File: src/rtl/fetch_stage.sv
// Instruction-fetch stage: issues one imem request per PC, buffers the result
// in the IF/ID register, and tells the PC register when to advance.
module fetch_stage #(
  parameter int              XLEN      = 32,
  parameter int              ILEN      = 32,
  parameter logic [ILEN-1:0] NOP_INSTR = 32'h00000013
) (
  input  logic            clk,
  input  logic            reset,
  input  logic [XLEN-1:0] pc,
  output logic            pc_en,
  input  logic            flush,
  output logic            imem_req_valid,
  output logic [XLEN-1:0] imem_req_addr,
  input  logic            imem_req_ready,
  input  logic            imem_rsp_valid,
  input  logic [ILEN-1:0] imem_rsp_data,
  input  logic            imem_rsp_err,
  output logic            id_valid,
  output logic [ILEN-1:0] id_instr,
  output logic [XLEN-1:0] id_pc,
  output logic            id_fault,
  input  logic            id_ready
);

  typedef enum logic [1:0] {
    REQ  = 2'd0,
    WAIT = 2'd1,
    DROP = 2'd2
  } state_t;

  state_t          state, state_nxt;
  logic [XLEN-1:0] req_pc;
  logic            free;
  logic            aligned;
  logic            req_go;
  logic            rsp_cap;
  logic            mis_cap;
  logic            capture;

  assign free          = !id_valid || id_ready;
  assign aligned       = (pc[1:0] == 2'b00);
  assign imem_req_addr = pc;

  // Next-state and handshake outputs; request/enable are forced low in reset.
  always_comb begin
    state_nxt = state;
    req_go    = 1'b0;
    rsp_cap   = 1'b0;
    mis_cap   = 1'b0;
    case (state)
      REQ: begin
        req_go  = free && !flush && aligned;
        mis_cap = free && !flush && !aligned;
        if (req_go && imem_req_ready) state_nxt = WAIT;
      end
      WAIT: begin
        if (imem_rsp_valid) begin
          rsp_cap   = !flush;
          state_nxt = REQ;
        end else if (flush) begin
          state_nxt = DROP;
        end
      end
      DROP: begin
        if (imem_rsp_valid) state_nxt = REQ;
      end
      default: state_nxt = REQ;
    endcase
    capture        = rsp_cap || mis_cap;
    imem_req_valid = reset && req_go;
    pc_en          = reset && (flush || capture);
  end

  always_ff @(posedge clk or negedge reset) begin
    if (!reset) begin
      state  <= REQ;
      req_pc <= '0;
    end else begin
      state <= state_nxt;
      if (req_go && imem_req_ready) req_pc <= pc;
    end
  end

  // IF/ID register: flush beats capture, capture beats consumption.
  always_ff @(posedge clk or negedge reset) begin
    if (!reset) begin
      id_valid <= 1'b0;
      id_instr <= NOP_INSTR;
      id_pc    <= '0;
      id_fault <= 1'b0;
    end else if (flush) begin
      id_valid <= 1'b0;
    end else if (rsp_cap) begin
      id_valid <= 1'b1;
      id_instr <= imem_rsp_data;
      id_pc    <= req_pc;
      id_fault <= imem_rsp_err;
    end else if (mis_cap) begin
      id_valid <= 1'b1;
      id_instr <= NOP_INSTR;
      id_pc    <= pc;
      id_fault <= 1'b1;
    end else if (id_valid && id_ready) begin
      id_valid <= 1'b0;
    end
  end

endmodule

File: config.mk
export PLATFORM = sky130hd
export DESIGN_NAME = fetch_stage
export DESIGN_NICKNAME = d
export VERILOG_FILES = /design/src/rtl/fetch_stage.sv
export SDC_FILE = /design/constraint.sdc
export NUM_CORES = 1
export LEC_CHECK = 0
export BUFFER_PORTS_ARGS = -buffer_cell sky130_fd_sc_hd__buf_2
export CAP_MARGIN = 0
export CORE_MARGIN = 2
export CORE_UTILIZATION = 53
export DETAILED_ROUTE_END_ITERATION = 8
export PLACE_DENSITY = 0.85
export SLEW_MARGIN = 20
export SYNTH_ARGS = -nofsm -noshare
export SYNTH_HDL_FRONTEND = slang
export SYNTH_SLANG_ARGS = --single-unit
File: constraint.sdc
create_clock -name clk -period 3.4 [get_ports clk]
set_input_delay 0.68 -clock clk [delete_from_list [all_inputs] [get_ports clk]]
set_output_delay 0.68 -clock clk [all_outputs]
set_load 0.02 [all_outputs]
* Yosys cells after proc, flatten, opt, wreduce, memory -nomap -nowiden
Index checks and enable logic that the tools add are counted.
Cells by class: equality and inequality tests 5, bitwise operators 1, reduce and logical (&&, ||, !) cells 20, multiplexer cells 19
Operators with widths (count):
- 32-bit 2-to-1 mux | 4
- 1-bit 2-to-1 mux | 10
- 1-bit logical AND | 8
- 2-bit 2-to-1 mux | 4
- 2-bit one-hot mux with 3 select lines | 1
- 2-bit logical NOT | 2
- 2-bit inequality test, second input constant | 2
- 4-bit nonzero test | 1
- 1-bit logical NOT | 3
- 1-bit logical OR | 3
- 3-bit inequality test, second input constant | 1
- 3-bit AND reduction | 1
- 2-bit by 1-bit equality test with 1-bit output, second input constant | 1
- 2-bit equality test, second input constant | 1
- 2-bit AND reduction | 1
- 2-bit nonzero test | 1
- 1-bit inverter | 1
Word-level totals: word-level logic and storage cells 51, register bits after elaboration 100, bits of input ports 71, output and inout bits 100

* Depth between registers and ports, before layout
Gate-level depths: netlist (run 1).
depth after elaboration 8, mapped depth 6, depth with buffers taken out 3

* Least setup slack after synthesis (run 1)
No wires, ideal clock.
kind input to output, start point input pc[1], end point output pc_en, arrival 1.770 ns, buffers on the path 3, slack 0.950 ns, stages on the path 6, data required time 2.720 ns, cell sequence or2_1 clkbuf_1 and3_1 clkbuf_1 buf_2 o31a_1
On the way: word-level cells in the longest chain between the ends 7
RTL lines:
- start, declared | RTL line 10 | input logic [XLEN-1:0] pc,
- 2-bit logical NOT | RTL line 42 | assign aligned = (pc[1:0] == 2'b00);
- 1-bit logical NOT | RTL line 54 | mis_cap = free && !flush && !aligned;
- 1-bit logical AND | RTL line 54
- 1-bit 2-to-1 mux | RTL line 51 | case (state)
- 1-bit logical OR | RTL line 70 | capture = rsp_cap || mis_cap;
- 1-bit logical OR | RTL line 72 | pc_en = reset && (flush || capture);
- 1-bit logical AND | RTL line 72
- end, declared | RTL line 11 | output logic pc_en,
Every way passes these cells.

* Worst setup path in the final report (run 1)
start point register state[0], end point output imem_req_valid
On the way: word-level cells in the longest chain between the ends 3
RTL lines:
- start, declared | RTL line 32 | state_t state, state_nxt;
- start signal, assigned | RTL line 80 | state <= state_nxt;
- 2-bit logical NOT | RTL line 51
- 1-bit 2-to-1 mux | RTL line 51
- 1-bit logical AND | RTL line 71 | imem_req_valid = reset && req_go;
- end, declared | RTL line 13 | output logic imem_req_valid,
Every way passes these cells.

==> reports/metrics.csv, run 1 <==
stage;metric;value;unit
grt;grt_overflow;0;
logic_synthesis;syn_avg_cell_area;10.1;µm²
critical_path;worst-path-buf-inv;2;
clock_tree;clock_latency;0.35;ns
clock_tree;cts.clk_slew.worst_paths;0.10;ns
route;drc;0;
clock_tree;ctsHtreeMaxLevel;3;
timing;finalCritPeriodShare;76.9;%
critical_path;cp.depth;4;
critical_path;rr_endpoint;req_pc[28]$_DFFE_PN0P_;
placement;place_inst;664;
power;leakage;2.63;nW
critical_path;cp.required;2.72;ns
logic_synthesis;syn_area;4500;µm²
clock_tree;post_cts_buffers;0;
timing;hold_viol_final;0;
logic_synthesis;netlist_instances;447;
clock_tree;ctsResizeCount;0;
floorplan;die_h;96.2;µm
route;viasPerCell;5.53;
critical_path;cp_slowest_stage_delay;0.49;ns
critical_path;crit_fanout;12;
flow_run;cap_violations;0;
clock_tree;cts-root-buf;clkbuf_8;
logic_synthesis;synth_nets;518;
final_layout;final_cell_mix;buf_2 (169), nand2_1 (119), dfrtp_1 (97);
logic_synthesis;netlist.area_leader.share;53.9;%
floorplan;initial_core_util;54.8;%
outcome;status;finished clean;
critical_path;reg2reg_slack;1.07;ns
placement;portBuffers;170;
power;pwr-share-comb;21.1;%
grt;grt_pass1_vias;3657;
critical_path;crit_chain;nor3_4, buf_4, and4_1, buf_2;
grt;grt_pass1_wl;17200;µm
timing;rsz0062_at_grt;no;
grt;grt_use_total;23.9;%
timing;max_slew_margin;54.9;%
timing;slew_viol_final;0;
clock_tree;cts_hold_buf;0;
logic_synthesis;synth.distinct_cells;31;
placement;globalplace.congestion;0.744;
grt;grt_max_degree;66;
route;drt_iter0_drc;159;
critical_path;setup.worst_path.end_class;primary output;
floorplan;core_area;8220;µm²
timing;setup_violations;0;
clock_tree;clockBufferDepth;2;
logic_synthesis;synth_seq_cells;100;
logic_synthesis;synth_area_leaders;dfrtp_1 (54%), nand2_1 (9.9%), mux2_1 (7.0%), buf_4 (5.7%), o211ai_1 (5.0%);
logic_synthesis;ys_seq_area_share;55.6;%
timing;worst_slew_pin_slew;0.677;ns
critical_path;crit_type;reg -> out;
route;drtPass1Iterations;5;
route;final_antenna_net_count;0;
final_layout;diodes;0;
final_layout;layout_commonest_cell;buf_2;
clock_tree;cts_tree;done;
min_path;holdCritPathClass;in -> async;
placement;dp_hpwl;7410;µm
grt;antenna_found_initial;0;
logic_synthesis;yosys.area.top_type;dfrtp_1;
power;pwr-share-seq;54.0;%
clock_tree;cts.sinks;100;
timing;fin_skew;0.00985;ns
route;drt_wl_total;10800;µm
power;p_int;0.00185;W
logic_synthesis;yosysWarnings;0;
final_layout;drive_gt1_share;36.3;%
clock_tree;numCtsBuffers;9;
power;switching_power;0.000845;W
route;route.vias.total;3757;
timing;timing.fmax;0.383;GHz
power;powerDensity;502;nW/µm²
final_layout;layout.nets;641;
timing;period_needed;2.61;ns
critical_path;slowest_stage;dfrtp_1;
critical_path;worstPathArrival;1.93;ns
critical_path;r2r_cells;4;
timing;finalSetupTns;0;ns
critical_path;start_kind;flip-flop;
final_layout;final_cells;680;
timing;timing.hold.ws;0.217;ns
power;vdd_drop_max;241;µV
critical_path;crit_family;simple AND/OR/NAND/NOR gates;
floorplan;die_w;96.2;µm
power;netSwitchingFraction;31.4;%
critical_path;timing.rr.start;state[0]$_DFFE_PN0P_;
floorplan;num_rows;33;
route;routedWlPerCell;15.9;µm
floorplan;num_io_pins;171;
power;clkPwrFrac;24.9;%
floorplan;dieArea;9250;µm²
final_layout;syn_to_final_growth;19.1;%
## worst max path at each step
stage,slack (ns),startpoint,endpoint
3_3_place_gp,0.84,flush,req_pc[28]$_DFFE_PN0P_
2_1_floorplan,0.95,pc[1],pc_en
6_report,0.79,state[0]$_DFFE_PN0P_,imem_req_valid
4_1_cts,0.80,state[0]$_DFFE_PN0P_,imem_req_valid
3_5_place_dp,0.79,flush,req_pc[28]$_DFFE_PN0P_
5_1_grt,0.65,state[0]$_DFFE_PN0P_,imem_req_valid
## metal layers
metal  wire length [µm]  part of all wire, %  global-route usage (%)  vias up
li1                   -                    -                       -     1747
met1               4590                   42                    31.1     1829
met2               5310                   49                    39.6      164
met3                781                  7.2                    5.17       17
met4                161                  1.5                    8.21        0
met5                  0                    0                       0        -
## cells by family after synthesis
| group | Yosys count | share of synthesized area [%] |
|---|---|---|
| flip-flops | 100 | 55.6 |
| multiplexers | 31 | 7.75 |
| AND/OR/NAND/NOR | 174 | 17.6 |
| AO/OA/AOI/OAI | 72 | 10.1 |
| buffers and inverters | 70 | 8.92 |
## flip-flops by register name, indices dropped and copies added, names as in the netlist
name,count
id_instr,32
id_pc,32
req_pc,32
state,2
id_fault,1
id_valid,1
## cells in the mapped netlist
master     number
nand2_1       119
nand4_1        30
or2_1           1
inv_1           2
dfrtp_1        97
and3_1          1
nand4bb_1       1
nor2_1         12
o21ai_1         1
and2_1          2
dfstp_2         3
a31oi_1         3
nand4_4         1
mux2_1         28
o21ai_0        28
a211oi_1        1
buf_4          34
mux2_2          3
nand4b_1        1
and4bb_2        1
a21oi_1         6
o211ai_1       30
nand2b_1        2
and4_1          1
nor3_2          1
a31o_2          2
o31a_1          1
clkbuf_1       24
nand3_1         1
buf_1           1
buf_2           9
## per-stage QoR
| stage | utilization [%] | power, W | setup slack, ns | cell area (µm²) |
|---|---|---|---|---|
| 2_1_floorplan | - | 0.00183 | 0.950 | 4500 |
| 3_3_place_gp | 63.2 | 0.00202 | 0.835 | 5200 |
| 6_report | 65.3 | 0.00270 | 0.787 | 5360 |
| 3_5_place_dp | 63.2 | 0.00205 | 0.789 | 5200 |
| 4_1_cts | 65.3 | 0.00271 | 0.796 | 5360 |
| 5_1_grt | 65.3 | 0.00283 | 0.653 | 5360 |
## power by group through the flow
stage / clock, W / sequential, W / combinational, W
after floorplan: 0 / 0.00156 / 0.000267
after global placement: 0 / 0.00147 / 0.000553
after detailed placement: 0 / 0.00148 / 0.000573
after CTS: 0.000684 / 0.00145 / 0.000575
after global routing: 0.000732 / 0.00147 / 0.000626
final: 0.000671 / 0.00146 / 0.000569
## area by class of cell
type,instances,area (µm²)
fillers,714,2850
multi-input cells,277,1620
inverters,2,7.51
repair buffers,180,928
flip-flops and latches,100,2510
clock buffers,10,128
well taps,105,131
clock inverters,6,40.0
Note: power is estimated with default switching activity, not from simulation.
==> run 2: changes to the inputs <==
--- a/config.mk
+++ b/config.mk
@@ -8,9 +8,9 @@
 export BUFFER_PORTS_ARGS = -buffer_cell sky130_fd_sc_hd__buf_2
 export CAP_MARGIN = 0
 export CORE_MARGIN = 2
-export CORE_UTILIZATION = 53
+export CORE_UTILIZATION = 44
 export DETAILED_ROUTE_END_ITERATION = 8
-export PLACE_DENSITY = 0.85
+export PLACE_DENSITY = 0.76
 export SLEW_MARGIN = 20
 export SYNTH_ARGS = -nofsm -noshare
 export SYNTH_HDL_FRONTEND = slang
==> constraint.sdc (replaced) <==
create_clock -name clk -period 2.28 [get_ports clk]
set_input_delay 0.456 -clock clk [delete_from_list [all_inputs] [get_ports clk]]
set_output_delay 0.456 -clock clk [all_outputs]
set_load 0.02 [all_outputs]
==> reports/metrics.csv, run 2 (synthesized netlist as in run 1, its figures left out) <==
stage;metric;value;unit
clock_tree;cts_hold_buf;0;
critical_path;crit_type;reg -> out;
critical_path;start_kind;flip-flop;
clock_tree;cts_tree;done;
timing;timing.hold.ws;0.136;ns
clock_tree;clock_latency;0.36;ns
grt;grt_max_degree;71;
route;routedWlPerCell;15.7;µm
final_layout;diodes;0;
clock_tree;ctsHtreeMaxLevel;3;
route;drt_iter0_drc;165;
power;powerDensity;745;nW/µm²
timing;rsz0062_at_grt;no;
final_layout;syn_to_final_growth;20.5;%
placement;portBuffers;170;
final_layout;layout.nets;642;
clock_tree;clockBufferDepth;2;
floorplan;dieArea;11100;µm²
clock_tree;post_cts_buffers;0;
route;route.vias.total;3733;
critical_path;setup.worst_path.end_class;primary output;
final_layout;final_cell_mix;buf_2 (169), nand2_1 (119), dfrtp_1 (97);
timing;finalSetupTns;0;ns
floorplan;initial_core_util;45.7;%
timing;timing.fmax;0.469;GHz
timing;setup_violations;0;
placement;globalplace.congestion;0.781;
route;drc;0;
critical_path;cp.required;1.82;ns
grt;grt_pass1_vias;3840;
timing;finalCritPeriodShare;93.5;%
clock_tree;cts.sinks;100;
placement;dp_hpwl;7420;µm
grt;grt_use_total;21.2;%
route;drt_wl_total;11100;µm
timing;worst_slew_pin_slew;0.880;ns
outcome;status;finished clean;
critical_path;r2r_cells;4;
final_layout;drive_gt1_share;36.5;%
critical_path;crit_end;pc_en;
min_path;holdCritPathClass;in -> async;
floorplan;die_w;105;µm
floorplan;core_area;9860;µm²
final_layout;largest_registers;id_instr x32, id_pc x32, req_pc x32;
critical_path;worstPathArrival;1.68;ns
timing;hold_viol_final;0;
clock_tree;cts-root-buf;clkbuf_8;
route;final_antenna_net_count;0;
floorplan;num_io_pins;171;
timing;max_slew_margin;41.3;%
grt;grt_pass1_wl;18800;µm
critical_path;crit_fanout;7;
clock_tree;numCtsBuffers;9;
clock_tree;cts.clk_slew.worst_paths;0.10;ns
timing;period_needed;2.13;ns
route;viasPerCell;5.27;
flow_run;cap_violations;0;
clock_tree;ctsResizeCount;0;
grt;grt_overflow;0;
power;leakage;2.65;nW
critical_path;rr_endpoint;id_instr[21]$_DFFE_PN0P_;
floorplan;die_h;105;µm
route;drtPass1Iterations;4;
critical_path;startpoint;state[0]$_DFFE_PN0P_;
critical_path;reg2reg_slack;0.37;ns
grt;antenna_found_initial;0;
floorplan;num_rows;36;
timing;fin_skew;0.0106;ns
timing;slew_viol_final;0;
critical_path;timing.rr.start;state[0]$_DFFE_PN0P_;
power;vdd_drop_max;303;µV
final_layout;layout_commonest_cell;buf_2;
[run 2: cell types whose count changed in the layout (fill, tap and decap cells not counted)]
| cell | change |
|---|---|
| clkbuf_8 | +1 |
| clkinv_4 | +1 |
| clkinv_2 | -1 |
| clkinvlp_4 | -1 |
| buf_12 | +1 |
[run 2: critical path, cell delays in order, from the launching register on]
cell     delay, ns
dfrtp_1       0.49
nor3_4        0.29
and3_2        0.24
o31a_1        0.14
buf_2         0.17
[run 2: worst min path at each step]
stage               slack, ns  cells after the start                      to
floorplan                0.16                      0    id_fault$_DFFE_PN0P_
global placement         0.47                      1   req_pc[1]$_DFFE_PN0P_
detailed placement       0.48                      1  req_pc[22]$_DFFE_PN0P_
CTS                      0.15                      2    id_pc[5]$_DFFE_PN0P_
global route             0.16                      2    id_pc[0]$_DFFE_PN0P_
finish                   0.14                      2   req_pc[5]$_DFFE_PN0P_
[run 2: where the power goes]
part	total [W]	switching, W	internal (W)	leakage (nW)
combinational	0.000846	0.000517	0.000329	1.29
clock	0.00103	0.000600	0.000432	0.0937
sequential	0.00217	0.000134	0.00203	1.27
[run 2: final cells by class]
type | count | area [µm²]
clock buffer | 11 | 141
fill | 860 | 4440
tap | 133 | 166
inverter | 2 | 7.51
sequential | 100 | 2510
clock inverter | 5 | 36.3
timing repair buffer | 181 | 948
multi-input combinational | 277 | 1620
[run 2: through the flow]
stage | worst slack [ns] | total power, W | instances | area (µm²) | utilization, %
after floorplan | 0.278 | 0.00273 | 447 | 4500 | -
after global placement | 0.373 | 0.00302 | 693 | 5250 | 53.2
after detailed placement | 0.306 | 0.00306 | 693 | 5250 | 53.2
after CTS | 0.134 | 0.00409 | 709 | 5430 | 55.0
after global routing | 0.0471 | 0.00430 | 709 | 5430 | 55.0
final | 0.148 | 0.00404 | 709 | 5430 | 55.0
[run 2: metal layers]
layer	global-route usage, %	vias up	part of all wire [%]
met1	29.0	1824	45
met2	33.5	137	48
li1	-	1757	-
met4	7.71	0	1.6
met5	0	-	0
met3	4.05	15	5.4
